===== src/rtl/des_mux_pkg.sv =====
// des_mux_pkg: shared state encoding, default sizing and helpers for the design mux.
package des_mux_pkg;
  typedef enum logic [1:0] {RUN, QUIESCE, RESET} state_t;
  localparam int NUM_DES_D        = 64;
  localparam int IO_W_D           = 12;
  localparam int SYNC_STAGES_D    = 2;
  localparam int QUIESCE_CYCLES_D = 2;
  localparam int RST_CYCLES_D     = 8;
  function automatic int slice_lo(input int i, input int w);
    return i * w;
  endfunction
  function automatic int max2(input int a, input int b);
    return a > b ? a : b;
  endfunction
endpackage


===== src/rtl/des_mux_sync.sv =====
// des_mux_sync: STAGES-deep, W-bit flop synchroniser with synchronous clear.
module des_mux_sync #(
  parameter int STAGES = 2,
  parameter int W      = 1
) (
  input  logic         clock,
  input  logic         reset,
  input  logic [W-1:0] d,
  output logic [W-1:0] q
);
  logic [W-1:0] ff [STAGES];
  always_ff @(posedge clock) begin
    if (reset) ff <= '{default: '0};
    else begin
      ff[0] <= d;
      for (int i = 1; i < STAGES; i++) ff[i] <= ff[i-1];
    end
  end
  assign q = ff[STAGES-1];
endmodule


===== src/rtl/des_mux_ctrl.sv =====
// des_mux_ctrl: pad-to-design mux with debounced select and quiesce-then-reset switching.
// Optional DES_MUX_TOGGLE_CNT_EN adds toggle_cnt (io_out changes seen in RUN).
module des_mux_ctrl
  import des_mux_pkg::*;
#(
  parameter int NUM_DES        = NUM_DES_D,
  parameter int IO_W           = IO_W_D,
  parameter int SEL_W          = $clog2(NUM_DES),
  parameter int SYNC_STAGES    = SYNC_STAGES_D,
  parameter int QUIESCE_CYCLES = QUIESCE_CYCLES_D,
  parameter int RST_CYCLES     = RST_CYCLES_D
) (
  input  logic                    clock,
  input  logic                    reset,
  input  logic [SEL_W-1:0]        des_sel,
  input  logic                    hold_if_not_sel,
  input  logic                    sync_inputs,
  input  logic [IO_W-1:0]         io_in,
  output logic [IO_W-1:0]         io_out,
  output logic [NUM_DES*IO_W-1:0] des_io_in,
  input  logic [NUM_DES*IO_W-1:0] des_io_out,
  output logic [NUM_DES-1:0]      des_en,
  output logic [NUM_DES-1:0]      des_reset,
  output logic [SEL_W-1:0]        sel_active,
`ifdef DES_MUX_TOGGLE_CNT_EN
  output logic [15:0]             toggle_cnt,
`endif
  output logic                    switching
);
  localparam int CNT_W = $clog2(max2(QUIESCE_CYCLES, RST_CYCLES)) + 1;
  localparam int IDX_W = $clog2(NUM_DES);
  logic [SEL_W-1:0] sel_s, sel_prev, cand, pend_sel, go_sel;
  logic hold_s, sync_s, pending, stable, valid, go, last_q, last_r;
  logic [IO_W-1:0] io_sync;
  logic [IO_W-1:0] out_arr [NUM_DES];
  logic [NUM_DES-1:0] oh;
  logic [CNT_W-1:0] cnt;
  state_t state, state_n;
  des_mux_sync #(.STAGES(SYNC_STAGES), .W(SEL_W + 2)) u_ctrl_sync (
    .clock(clock),
    .reset(reset),
    .d({des_sel, hold_if_not_sel, sync_inputs}),
    .q({sel_s, hold_s, sync_s})
  );
  des_mux_sync #(.STAGES(SYNC_STAGES), .W(IO_W)) u_io_sync (
    .clock(clock),
    .reset(reset),
    .d(io_in),
    .q(io_sync)
  );
  assign des_io_in = {NUM_DES{sync_s ? io_sync : io_in}};
  for (genvar g = 0; g < NUM_DES; g++) begin : g_out
    assign out_arr[g] = des_io_out[slice_lo(g, IO_W) +: IO_W];
  end
  // A fresh stable select wins over an older pending one latched mid-switch.
  always_comb begin
    stable  = sel_s == sel_prev;
    valid   = stable && ({1'b0, sel_s} < (SEL_W + 1)'(NUM_DES));
    go_sel  = valid ? sel_s : pend_sel;
    go      = state == RUN && (valid ? sel_s != sel_active : pending && pend_sel != sel_active);
    last_q  = cnt == CNT_W'(QUIESCE_CYCLES - 1);
    last_r  = cnt == CNT_W'(RST_CYCLES - 1);
    state_n = state == RUN ? (go ? QUIESCE : RUN)
            : state == QUIESCE ? (last_q ? RESET : QUIESCE)
            : (last_r ? RUN : RESET);
  end
  always_ff @(posedge clock) begin
    if (reset) begin
      state      <= RUN;
      cnt        <= '0;
      sel_prev   <= '0;
      sel_active <= '0;
      cand       <= '0;
      pending    <= 1'b0;
      pend_sel   <= '0;
      io_out     <= '0;
    end else begin
      state    <= state_n;
      sel_prev <= sel_s;
      cnt      <= (state_n != state || state == RUN) ? '0 : cnt + 1'b1;
      if (go) begin
        cand    <= go_sel;
        pending <= 1'b0;
      end else if (state != RUN && valid) begin
        pending  <= sel_s != cand;
        pend_sel <= sel_s;
      end
      if (state == QUIESCE && state_n == RESET) sel_active <= cand;
      io_out <= state_n == RUN ? out_arr[IDX_W'(sel_active)] : '0;
    end
  end
  always_comb begin
    oh        = NUM_DES'(1) << sel_active;
    switching = state != RUN;
    des_reset = reset ? '1 : state == RESET ? oh : '0;
    des_en    = (reset || !hold_s) ? '1 : oh;
  end
`ifdef DES_MUX_TOGGLE_CNT_EN
  logic [IO_W-1:0] io_prev;
  always_ff @(posedge clock) begin
    io_prev <= reset ? '0 : io_out;
    if (reset || (state == RUN && state_n == QUIESCE)) toggle_cnt <= '0;
    else if (state == RUN && io_out != io_prev) toggle_cnt <= toggle_cnt + 1'b1;
  end
`endif
endmodule


===== config.mk =====
export PLATFORM = sky130hd
export DESIGN_NAME = des_mux_ctrl
export DESIGN_NICKNAME = d
export VERILOG_FILES = /design/src/rtl/des_mux_pkg.sv /design/src/rtl/des_mux_sync.sv /design/src/rtl/des_mux_ctrl.sv
export SDC_FILE = /design/constraint.sdc
export NUM_CORES = 1
export LEC_CHECK = 0
export CORE_AREA = 2 2 662 664
export CTS_CLUSTER_SIZE = 14
export DETAILED_ROUTE_END_ITERATION = 10
export DIE_AREA = 0 0 664 666
export SKIP_CTS_REPAIR_TIMING = 1
export SYNTH_ARGS = -nofsm -noshare
export SYNTH_HDL_FRONTEND = slang
export SYNTH_SLANG_ARGS = --single-unit

===== constraint.sdc =====
create_clock -name clock -period 2.23 [get_ports clock]
set_input_delay 0.223 -clock clock [delete_from_list [all_inputs] [get_ports clock]]
set_output_delay 0.223 -clock clock [all_outputs]
set_load 0.05 [all_outputs]

==> run_results.csv <==
group,metric,value,unit
flow_run,max_cap_viols,0,
sta,hold_fails_final_rpt,0,
clocking,numCtsBuffers,13,
detailed_routing,vias,19900,
sta,setup_slack,-350,ps
pwr,power_density,330,nW/um2
critical_path,crit_fanout,7,
synthesis,syn_area_per_cell,9.13,um2
clocking,cts_tree,"built",
hold_path,timing.hold.worst.class,"input port to flop",
global_route,grt_first_pass_wirelength,236,mm
hold_path,min_from,"sync_inputs",
global_route,grt_antenna_before_repair,132,
hold_path,hold_path_depth,2,
critical_path,end_of_the_worst_register_to_register_path,"io_out[1]",
floorplan,ios,1705,
synthesis,synth_most_common_cell,"sky130_fd_sc_hd__buf_4",
sta,worst_slew_pin_slew,1020,ps
synthesis,synth-edff-count,0,
sta,finish_stage_setup_viols,382,
critical_path,setup.worst_path.start_class,"flop",
synthesis,syn_area,16500,um2
synthesis,ys_dominant_reg_cell,"sky130_fd_sc_hd__dfxtp_1",
synthesis,post_synth_num_cell_types,59,
pwr,ir_drop,0.383,mV
clocking,clk_path_buf_depth,3,
critical_path,worst-r2r-cell-count,10,
synthesis,synth_top_cells_by_area,"sky130_fd_sc_hd__buf_4 (36%), sky130_fd_sc_hd__mux4_2 (21%), sky130_fd_sc_hd__dfxtp_1 (10%)",
hold_path,hold_path_end,"u_ctrl_sync.ff[8]",
pwr,cellLeakagePower,18.6,nW
layout,finalNetCount,3934,
synthesis,asyncSetResetFlopFracSynth,0,%
global_route,number_of_global_route_vias_before_repair,19900,
sta,clock.fmax,388,MHz
floorplan,floorplan.initialDensity,3.77,%
critical_path,cpPeakStageDelay,520,ps
critical_path,path_common_cell,"sky130_fd_sc_hd__buf_12",
detailed_routing,drt_iter0_drc,1259,
placement,dpl.hpwl,175,mm
sta,rsz_0062_raised_after_global_routing,"true",
sta,setup_total_negative_slack,-34120,ps
placement,finalWeightedCongestion,0.957,
synthesis,synth.yosys.seq_area_share,10.1,%
floorplan,floorplan.die_area,442000,um2
synthesis,yosysWarnings,0,
sta,count_of_pins_over_their_slew_limit,0,
synthesis,postSynthRegisterBits,83,
outcome,run_status,"finished, violations left",
critical_path,timing.setup.critical_path_class,"flop to flop",
critical_path,r2r_setup_slack,-350,ps
clocking,cts_num_sinks,83,
floorplan,die_width,664,um
layout,areaGrowthSynthToFinish,219,%
detailed_routing,drt-wirelength-per-cell,22.4,um
critical_path,worst_r2r_startpoint,"sel_active[0]",
critical_path,crit_arrival,2970,ps
synthesis,synth_top_cells_by_count,"sky130_fd_sc_hd__buf_4 (780), sky130_fd_sc_hd__mux4_2 (154), sky130_fd_sc_hd__dfxtp_1 (83)",
floorplan,fp.coreArea,436000,um2
critical_path,worstSetupEndpointType,"flop",
layout,post_route_cells_drive_above_1_share,60.2,%
outcome,failed_checks,"negative setup slack",
detailed_routing,vias_per_cell,2.23,
detailed_routing,postRouteAntennaNets,0,
critical_path,cp_slowest_cell,"sky130_fd_sc_hd__mux4_2",
clocking,cts_max_level,3,
clocking,clock-root-buffer,"sky130_fd_sc_hd__clkbuf_16",
floorplan,die_height,666,um
global_route,grt_util_all_layers,8.23,%
global_route,grt_start_max_net_pins,88,
critical_path,cp_data_required_time,2620,ps
clocking,clock_latency,520,ps
sta,finalWorstPathRequiredPeriod,2580,ps
synthesis,synth_cells,1801,
sta,layout_worst_path_cycle_share,116,%
sta,headroom_to_the_max_slew_limit,31.8,%
floorplan,placementRows,243,
synthesis,synth.top_cell.area_share,35.6,%
detailed_routing,wl,201,mm
sta,worst_clock_skew,47.1,ps
detailed_routing,detail_route.drc_violations,0,
layout,final.fill_count,49200,
placement,port_buffers,1704,
layout,finish.instance_area,52500,um2
global_route,grt-ovfl-total,0,
placement,placement.cell_area,48300,um2
synthesis,synthesis.nets,2593,
clocking,clkSlewWorstSetupHoldPaths,120,ps
critical_path,worstPathCellList,"buf_12, buf_16, buf_6, buf_8, buf_12, mux4_2, mux4_2, buf_12, a22oi_2, a211oi_2",
synthesis,synthDominantAreaCellType,"sky130_fd_sc_hd__buf_4",
detailed_routing,drt-pass1-iter-count,5,
metal layers:
metal / track usage, % / part of all wire (%) / vias up / wire (um)
met3: 2.73 / 9.5 / 276 / 19100
met4: 2.65 / 3.2 / 42 / 6530
met5: 0 / 0.15 / - / 300
met2: 14.2 / 50 / 1382 / 100000
met1: 9.55 / 37 / 9822 / 74700
li1: - / - / 8409 / -
where the power goes:
group | total [mW] | leakage [nW] | switching (mW) | internal (mW)
combinational | 13.3 | 17.7 | 6.80 | 6.51
clock | 2.34 | 0.190 | 1.13 | 1.21
sequential | 1.65 | 0.687 | 0.0821 | 1.57
cell usage in the layout (no fill, tap or decap), types with 49 or more instances in the layout:
cell                              instances
sky130_fd_sc_hd__o21ai_4                 63
sky130_fd_sc_hd__nor2b_1                 62
sky130_fd_sc_hd__buf_12                 990
sky130_fd_sc_hd__mux4_2                 158
sky130_fd_sc_hd__buf_4                  283
sky130_fd_sc_hd__dfxtp_1                 75
sky130_fd_sc_hd__mux2i_1                 66
sky130_fd_sc_hd__buf_6                   54
sky130_fd_sc_hd__diode_2                 55
sky130_fd_sc_hd__nand2_1                 49
sky130_fd_sc_hd__clkdlybuf4s50_1        794
per-stage QoR:
stage / utilization (%) / cells / total power, mW / hold slack, ps / setup WS, ps
after floorplan: - / 1801 / 8.06 / 351 / -117
after global placement: 11.1 / 8722 / 14.6 / 423 / -993
after CTS: 11.2 / 8739 / 17.1 / 198 / -986
after detailed placement: 11.1 / 8722 / 14.6 / 420 / -971
after global routing: 12.0 / 8928 / 17.9 / 223 / -434
final: 12.0 / 8956 / 17.3 / 248 / -350
cell type report:
class / instances / area (um2) / area share (%)
timing repair buffer: 2208 / 32500 / 61.9
multi-input combinational: 835 / 10600 / 20.2
tap: 5757 / 7200 / 13.7
sequential: 83 / 1690 / 3.21
clock buffer: 14 / 339 / 0.646
antenna: 55 / 138 / 0.262
clock inverter: 3 / 43.8 / 0.0835
inverter: 1 / 3.75 / 0.00715
registers in the layout (all words and copies together), names as in the netlist:
register,cells
io_out,12
u_io_sync.ff,12
u_io_sync.q,12
u_ctrl_sync.ff,8
u_ctrl_sync.q,8
cand,6
pend_sel,6
sel_active,6
sel_prev,6
cnt,4
state,2
pending,1
kinds of logic after synthesis:
family | after synthesis | synth area share (%)
compound gates | 269 | 11.4
xor+xnor | 26 | 1.38
fa+ha+maj | 2 | 0.152
buf+inv | 883 | 39.3
flops | 83 | 10.1
mux | 266 | 29.3
simple gates | 272 | 8.29
worst max-delay path by stage:
stage             startpoint          to  slack, ps  depth (start not counted)
2_1_floorplan  sel_active[3]  des_en[24]       -120                          7
3_3_place_gp   sel_active[1]   io_out[3]       -990                          9
3_5_place_dp   sel_active[1]   io_out[3]       -970                          9
4_1_cts        sel_active[1]   io_out[3]       -990                          9
5_1_grt        sel_active[0]  des_en[13]       -430                         10
6_report       sel_active[0]   io_out[1]       -350                         10
critical path: cells and delay by family (launching register included):
kind | cells | cell delay (ps)
multiplexers | 2 | 1030
buffers and inverters | 6 | 770
flip-flops | 1 | 380
AO/OA/AOI/OAI | 2 | 210
Power figures use the tool's default switching activity.
